--- src/rtl/branch_redirect_ctrl.sv ---
// rtl/branch_redirect_ctrl.sv - PC redirect sequencer for the 5-stage OTTER pipeline
//
// Purpose:
//   Picks the jal/jalr/branch target for a resolving EX-stage control
//   transfer and steers fetch onto it. When fetch is enabled this happens
//   with zero latency. When fetch is stalled, the target is parked in a
//   hold register until fetch is enabled again. Misaligned targets are
//   reported and not redirected. The block also keeps saturating counts of
//   redirects and misaligned events.
//
// Ports:
//   CLK, RST_N              clock, synchronous active-low reset
//   EX_VALID                EX stage holds a valid, non-squashed instruction
//   EX_IS_JAL/JALR/BR       EX instruction type flags
//   EX_BR_TAKEN             branch condition result
//   JAL, BRANCH, JALR       candidate targets from the address generator
//   PC_EN                   fetch PC register loads this cycle
//   PC_SEL, REDIRECT_ADDR   PC mux select and redirect target
//   FLUSH_IF_ID/ID_EX       pipeline register squashes
//   HOLD_BUSY               redirect pending in the hold register
//   MISALIGN_ERR, ERR_ADDR  misaligned-target pulse and last bad target
//   REDIRECT_CNT            saturating count of accepted redirects
//   MISALIGN_CNT            saturating count of misaligned events
module branch_redirect_ctrl #(
  parameter int XLEN  = 32,
  parameter int CNT_W = 16
) (
  input  logic             CLK,
  input  logic             RST_N,
  input  logic             EX_VALID,
  input  logic             EX_IS_JAL,
  input  logic             EX_IS_JALR,
  input  logic             EX_IS_BR,
  input  logic             EX_BR_TAKEN,
  input  logic [XLEN-1:0]  JAL,
  input  logic [XLEN-1:0]  BRANCH,
  input  logic [XLEN-1:0]  JALR,
  input  logic             PC_EN,
  output logic             PC_SEL,
  output logic [XLEN-1:0]  REDIRECT_ADDR,
  output logic             FLUSH_IF_ID,
  output logic             FLUSH_ID_EX,
  output logic             HOLD_BUSY,
  output logic             MISALIGN_ERR,
  output logic [XLEN-1:0]  ERR_ADDR,
  output logic [CNT_W-1:0] REDIRECT_CNT,
  output logic [CNT_W-1:0] MISALIGN_CNT
);

  typedef enum logic {IDLE, HOLD} state_t;

  localparam logic [XLEN-1:0]  JALR_MASK = {{(XLEN-1){1'b1}}, 1'b0};
  localparam logic [CNT_W-1:0] CNT_ONE   = {{(CNT_W-1){1'b0}}, 1'b1};

  state_t          state;
  logic [XLEN-1:0] hold_addr;

  logic            r_evt;
  logic [XLEN-1:0] tgt;
  logic            mis;
  logic            red_req;  // aligned resolve while idle
  logic            mis_evt;  // misaligned resolve while idle
  logic            fire;     // redirect accepted by fetch this cycle

  // Target selection. jalr clears bit 0 of its target; jalr wins over
  // jal, which wins over branch, even when several flags are set.
  always_comb begin
    r_evt   = EX_VALID & (EX_IS_JAL | EX_IS_JALR | (EX_IS_BR & EX_BR_TAKEN));
    tgt     = EX_IS_JALR ? (JALR & JALR_MASK) :
              EX_IS_JAL  ? JAL : BRANCH;
    // Without compressed instructions, target bit 1 must be clear.
    mis     = tgt[1];
    red_req = (state == IDLE) & r_evt & ~mis;
    mis_evt = (state == IDLE) & r_evt & mis;
  end

  // While RST_N is low, every combinational output is forced to zero.
  always_comb begin
    PC_SEL        = 1'b0;
    REDIRECT_ADDR = '0;
    HOLD_BUSY     = 1'b0;
    MISALIGN_ERR  = 1'b0;
    fire          = 1'b0;
    if (RST_N) begin
      if (state == HOLD) begin
        PC_SEL        = 1'b1;
        REDIRECT_ADDR = hold_addr;
        HOLD_BUSY     = 1'b1;
        fire          = PC_EN;
      end else if (red_req) begin
        PC_SEL        = 1'b1;
        REDIRECT_ADDR = tgt;
        fire          = PC_EN;
      end else begin
        MISALIGN_ERR  = mis_evt;
      end
    end
    FLUSH_IF_ID = fire;
    FLUSH_ID_EX = fire;
  end

  always_ff @(posedge CLK) begin
    if (!RST_N) begin
      state        <= IDLE;
      hold_addr    <= '0;
      ERR_ADDR     <= '0;
      REDIRECT_CNT <= '0;
      MISALIGN_CNT <= '0;
    end else begin
      if (fire && REDIRECT_CNT != '1)
        REDIRECT_CNT <= REDIRECT_CNT + CNT_ONE;
      if (mis_evt) begin
        ERR_ADDR <= tgt;
        if (MISALIGN_CNT != '1)
          MISALIGN_CNT <= MISALIGN_CNT + CNT_ONE;
      end
      case (state)
        IDLE: begin
          // Fetch is stalled, so park the target until fetch can accept it.
          if (red_req && !PC_EN) begin
            hold_addr <= tgt;
            state     <= HOLD;
          end
        end
        HOLD: begin
          if (PC_EN)
            state <= IDLE;
        end
        default: state <= IDLE;
      endcase
    end
  end

endmodule

--- config.mk ---
export PLATFORM = sky130hd
export DESIGN_NAME = branch_redirect_ctrl
export DESIGN_NICKNAME = d
export VERILOG_FILES = /design/src/rtl/branch_redirect_ctrl.sv
export SDC_FILE = /design/constraint.sdc
export NUM_CORES = 1
export LEC_CHECK = 0
export BUFFER_PORTS_ARGS = -buffer_cell sky130_fd_sc_hd__buf_2
export CAP_MARGIN = 0
export CORE_MARGIN = 2
export CORE_UTILIZATION = 25
export DETAILED_ROUTE_END_ITERATION = 7
export GPL_TIMING_DRIVEN = 0
export PLACE_DENSITY_LB_ADDON = 0.08
export SLEW_MARGIN = 20
export SYNTH_ARGS = -nofsm -noshare
export SYNTH_HDL_FRONTEND = slang
export SYNTH_SLANG_ARGS = --single-unit
--- constraint.sdc ---
create_clock -name CLK -period 5.22 [get_ports CLK]
set_input_delay 0.522 -clock CLK [delete_from_list [all_inputs] [get_ports CLK]]
set_output_delay 0.522 -clock CLK [all_outputs]
set_load 0.03 [all_outputs]
==> results of run 1 <==
## worst register-to-register path, delay by kind of cell, from the launching register on
kind	cells	cell delay [ps]
simple gates	4	690
compound gates	1	140
flops	1	320
buf+inv	3	1080
## metal layers
layer,GRT usage,up-vias,wire [microns]
met4,0.04644,0,183
met3,0.03799,13,1090
met5,0,-,0
met1,0.2165,2550,8077
li1,-,2668,-
met2,0.2877,147,8421
## worst max path at each step
stage	from	to	slack, ps	cells after the start
after global placement	RST_N	REDIRECT_ADDR[16]	2080	6
final	EX_IS_JALR	REDIRECT_ADDR[27]	2150	8
after global routing	RST_N	REDIRECT_ADDR[3]	1910	6
after floorplan	RST_N	REDIRECT_ADDR[22]	2580	5
after detailed placement	RST_N	REDIRECT_ADDR[16]	2140	6
after CTS	EX_IS_JALR	REDIRECT_ADDR[16]	2140	8
## layout by cell type (no fill, tap or decap), drive strengths merged, types with 2 or more instances in the layout
cell type and instances:
a211o 2, a21oi 83, a22o 31, a31o 2, and2 3, and3 6, buf 213, clkbuf 48
dfxtp 97, ha 2, inv 9, mux2i 40, nand2 174, nand2b 5, nand3 13, nand3b 2
nand4 9, nor2 15, nor2b 2, nor3 5, nor4 4, o21ai 43, o31ai 10, or3 11
or4 9
## registers in the layout, summed over array words and instances, names as in the netlist
name          count
ERR_ADDR         32
MISALIGN_CNT     16
REDIRECT_CNT     16
hold_addr        32
state             1
## final cells by class
| class | count | area share |
|---|---|---|
| multi-input combinational | 482 | 0.4137 |
| sequential | 97 | 0.2985 |
| timing repair buffer | 201 | 0.1546 |
| tap | 265 | 0.05096 |
| clock buffer | 13 | 0.04000 |
| buffer | 47 | 0.03077 |
| clock inverter | 2 | 0.005769 |
| inverter | 10 | 0.005769 |
## cell families after synthesis
group | count (synthesis)
AO/OA/AOI/OAI | 180
AND/OR/NAND/NOR | 260
multiplexers | 40
adder cells (fa/ha/maj) | 2
flip-flops | 97
buffers and inverters | 57
## through the flow
step | std cells | total power [mW] | setup WS, ps
after floorplan | 636 | 0.9609 | 2578
after global placement | 1102 | 1.072 | 2080
after detailed placement | 1102 | 1.076 | 2145
after CTS | 1117 | 1.768 | 2136
after global routing | 1117 | 1.822 | 1907
final | 1117 | 1.746 | 2154
## power by group through the flow
stage	sequential, mW	combinational (mW)	clock [mW]
after floorplan	0.817	0.144	0
final	0.776	0.281	0.690
after CTS	0.775	0.285	0.708
after global routing	0.778	0.309	0.734
after detailed placement	0.792	0.284	0
after global placement	0.792	0.280	0
==> impl_results.md, run 1 <==
* Final period utilization at 0.5873
* Final-report hold violation count at 0
* CP cell instances: buf_2 -> buf_2 -> nand2_1 -> o2111ai_2 -> nor2_1 -> clkbuf_1 -> a22o_1 -> buf_2
* Count leader, synth: nand2_1
* Worst reg2reg startpoint: state
* FILL cells at 2144
* Post-synth cell types at 41
* Slew Limit Fails at 0
* Delay-heaviest family, CP: buffers and inverters
* Hold Buf Count CTS at 0
* Drt first pass iters at 5
* Die outline height at 143.6 microns
* Post-cts sizing count at 0
* Largest family of logic cells by synthesized area: simple AND/OR/NAND/NOR gates
* Largest net degree at the start of global routing at 15
* First-pass GRT wire length at 27100 microns
* Final WL at 17770 microns
* YS warnings at 0
* Footprint of the multi-input gates at 0.002691 sq mm
* CTS tree: done
* Commonest cells post-synth: 174 x nand2_1, 97 x dfxtp_1, 83 x a21oi_1
* Starting Density at 0.2528
* Largest area contributor in the synthesized netlist: dfxtp_1
* Clk buf depth at 2
* # setup viols final at 0
* DRC viols at 0
* # rows at 51
* Reg power frac at 0.444
* Top cell type's share of synthesized area at 0.3987
* Ant. Diodes at 0
* Fin nets at 954
* Vias in the first global route at 5131
* Worst endpoint data arrival time at 2540 ps
* DR vias/cell at 4.815
* RSZ-0062 raised after global routing: false
* CP Class: input pin to primary output
* CP startpoint kind: input pin
* Compound-cell area share of the yosys netlist at 0.2266
* Syn Nets at 742
* Multiplexer area fraction after synthesis at 0.08477
* Syn Inst Count at 636
* CTS clk-pin slew, worst paths at 70 ps
* CP max-delay cell: clkbuf_1
* DIE WIDTH at 143.6 microns
* Net Sw Frac at 0.2822
* R2r setup slk at 2920 ps
* Iter 0 DRT Violations at 310
* Async set-reset flop share out of synthesis at 0
* Total global routing overflow at 0
* Drt wl/cell at 15.91 microns
* Via Count at 5378
* Total die area at 0.02062 sq mm
* Total clock buffers created by CTS at 9
* Combinational power share at 0.161
* Hold_ws at 392.3 ps
* I/O pins at 205
* Int Pwr at 1.253 mW
* Final core utilization at 0.3376
* Worst-Margin Slew at 754.7 ps
* I/O Buffers at 201
* All-Layer GR Usage at 0.1696
* Clk_lat worst skew at 350 ps
* CTS Sinks at 97
* Post-CTS Setup Inserts at 0
* Simple-gate share of the synthesized area at 0.2361
* Most frequent CP cell: buf_2
* Design area at 0.006506 sq mm
* Relative slew slack at 0.4930
* Post-synthesis adder-cell area fraction at 0.005137
* Share of layout cells above drive strength 1 at 0.2711
* Peak supply drop at 0.1487 mV
* Hold path start: PC_EN
* FF+latch area at 0.001942 sq mm
* WHS Endpoint: state
* EDFF count, synth at 0
* Final ANT Viol Nets at 0
* Area after DPL at 0.006208 sq mm
* Maximum clock rate at 326.2 MHz
* Initial antenna violation count at 0
* Clk root buf: clkbuf_16
* Synthesis-to-finish area growth at 33.57%
* Core area at 0.01927 sq mm
* Register area share after synthesis at 0.3987
* Switch Pwr at 492.7 uW
* Max-Cap Viols at 0
* Ranking of synthesized cells by area: dfxtp_1 40%, nand2_1 13%, a21oi_1 8.5%
* Final setup TNS at 0 ps
* Lkg Pwr at 2.801 nW
* CP endpoint kind: primary output
* Yosys reg bits at 97
* Clk_skew at 6.136 ps
* Clk pwr share at 0.395
* Worst r2r path cells at 8
* Synth Flop Type: dfxtp_1
* Final Wtd Congestion at 0.8269
* Min-Delay Path Depth at 2
* R2R Path End: ERR_ADDR[25]
* Max incr delay on CP at 490 ps
* Final HPWL DP at 13490 microns
* H-tree levels at 3
* Status: complete, no violations
* Critical Path RT at 4700 ps
* Critical path peak fanout at 10
* Min cycle time layout at 3066 ps
* Tightest Hold Check Type: input pin to register
* Post-Synth XOR/XNOR Area at 0
* Synthesized area at 0.004871 sq mm
* Syn_area_per_cell at 7.659 sq um
* Worst Path Buf+Inv at 4
* Power Density at 268.3 mW/mm^2
No activity file was read; power rests on OpenSTA's default activity.
==> inputs of run 2 (changes only) <==
Clock period 5.22 ns to 2.85 ns, I/O delays scaled along.
==> impl_results.md, run 2 (synthesis gave the netlist of run 1 again) <==
* Min cycle time layout at 2701 ps
* CTS tree: done
* FILL cells at 2144
* Total global routing overflow at 0
* Starting Density at 0.2528
* Total power at 3.199 mW
* Hold_ws at 155.2 ps
* Min-Delay Path Depth at 2
* Design area at 0.006506 sq mm
* RSZ-0062 raised after global routing: true
* Hold path start: PC_EN
* CP Class: register to primary output
* DP Worst Slack at 248.6 ps
* Total clock buffers created by CTS at 9
* Post-cts sizing count at 0
* Worst Path Buf+Inv at 2
* Total die area at 0.02062 sq mm
* Final setup TNS at 0 ps
* Final WL at 17780 microns
* Drt wl/cell at 15.92 microns
* Initial antenna violation count at 0
* Final core utilization at 0.3376
* CTS Sinks at 97
* Critical path peak fanout at 10
* Clk_lat worst skew at 350 ps
* Status: complete, no violations
* Power Density at 491.6 mW/mm^2
* # rows at 51
* Worst r2r path cells at 8
* CP max-delay cell: clkbuf_1
* CP endpoint kind: primary output
* First-pass GRT wire length at 27100 microns
* Drt first pass iters at 5
* Core area at 0.01927 sq mm
* CTS clk-pin slew, worst paths at 70 ps
* Final-report hold violation count at 0
* WHS Endpoint: state
* Tightest Hold Check Type: input pin to register
* Peak supply drop at 0.2725 mV
* Area after DPL at 0.006208 sq mm
* Clk root buf: clkbuf_16
* Via Count at 5370
* Worst endpoint data arrival time at 2420 ps
* Clk buf depth at 2
* DRC viols at 0
* Non-Filler Instances at 1117
* Final ANT Viol Nets at 0
* R2r setup slk at 530 ps
* Final period utilization at 0.9475
* Post-CTS Setup Inserts at 0
* Max incr delay on CP at 490 ps
* R2R Path End: ERR_ADDR[25]
* All-Layer GR Usage at 0.1696
* PnR worst setup slack at 149.5 ps
* Relative slew slack at 0.4930
* Die outline height at 143.6 microns
* Iter 0 DRT Violations at 298
* Critical Path RT at 2570 ps
* Placed cells at 1102
* Final Wtd Congestion at 0.8269
* # setup viols final at 0
* H-tree levels at 3
* I/O Buffers at 201
* Fin nets at 954
* Final HPWL DP at 13490 microns
* Ant. Diodes at 0
* DR vias/cell at 4.808
* Largest net degree at the start of global routing at 15
* Synthesis-to-finish area growth at 33.57%
* DIE WIDTH at 143.6 microns
* Commonest non-fill, non-tap cell in the layout: buf_2
* Slew Limit Fails at 0
* Maximum clock rate at 370.3 MHz
* CP cell instances: nor2b_1 -> o2111ai_2 -> nor2_1 -> clkbuf_1 -> a22o_1 -> buf_2
* Share of layout cells above drive strength 1 at 0.2711
* Delay-heaviest family, CP: buffers and inverters
* Worst reg2reg startpoint: state
* Largest regs: ERR_ADDR: 32 flops, hold_addr: 32 flops
* Worst-Margin Slew at 754.7 ps
* Max-Cap Viols at 0
* Lkg Pwr at 2.801 nW
* Most frequent cells in the layout: 211 x buf_2, 174 x nand2_1, 97 x dfxtp_1
* Hold Buf Count CTS at 0
* Clk_skew at 6.147 ps
* CP startpoint kind: register
* I/O pins at 205
* Vias in the first global route at 5131
-- run 2: area by class of cell --
class	count	area, sq um	share of cell area
Sequential cell	97	1942	0.2985
Tap cell	265	331.6	0.05096
Buffer	47	200.2	0.03077
Clock buffer	13	260.3	0.04000
Inverter	10	37.54	0.005769
Timing Repair Buffer	201	1006	0.1546
Multi-Input combinational cell	482	2691	0.4137
Clock inverter	2	37.54	0.005769
-- run 2: worst reg2reg max path: cells and delay by family (launching register included) --
kind	cells	cell delay (ps)
buffers and inverters	3	1090
AND/OR/NAND/NOR	4	690
flip-flops	1	320
AO/OA/AOI/OAI	1	140
-- run 2: routing by layer --
layer / share of wire / global-route usage / vias up
met5: 0 / 0 / -
met4: 0.010 / 0.04644 / 0
met3: 0.062 / 0.03799 / 13
met2: 0.47 / 0.2877 / 154
met1: 0.45 / 0.2165 / 2537
li1: - / - / 2666
-- run 2: where the power goes --
group	leakage, nW	switching (mW)	internal [mW]	total, mW
logic	1.87	0.341	0.173	0.514
clock network	0.142	0.538	0.726	1.26
registers	0.786	0.0243	1.40	1.42
total	2.80	0.903	2.30	3.20
-- run 2: how the worst max path moves through the flow --
stage | from | end | slack [ps] | cells past startpoint
after CTS | state | REDIRECT_ADDR[16] | 100 | 6
after floorplan | RST_N | REDIRECT_ADDR[22] | 680 | 5
after global routing | state | REDIRECT_ADDR[16] | -60 | 6
after detailed placement | RST_N | REDIRECT_ADDR[16] | 250 | 6
after global placement | RST_N | REDIRECT_ADDR[16] | 180 | 6
final | state | REDIRECT_ADDR[27] | 150 | 6
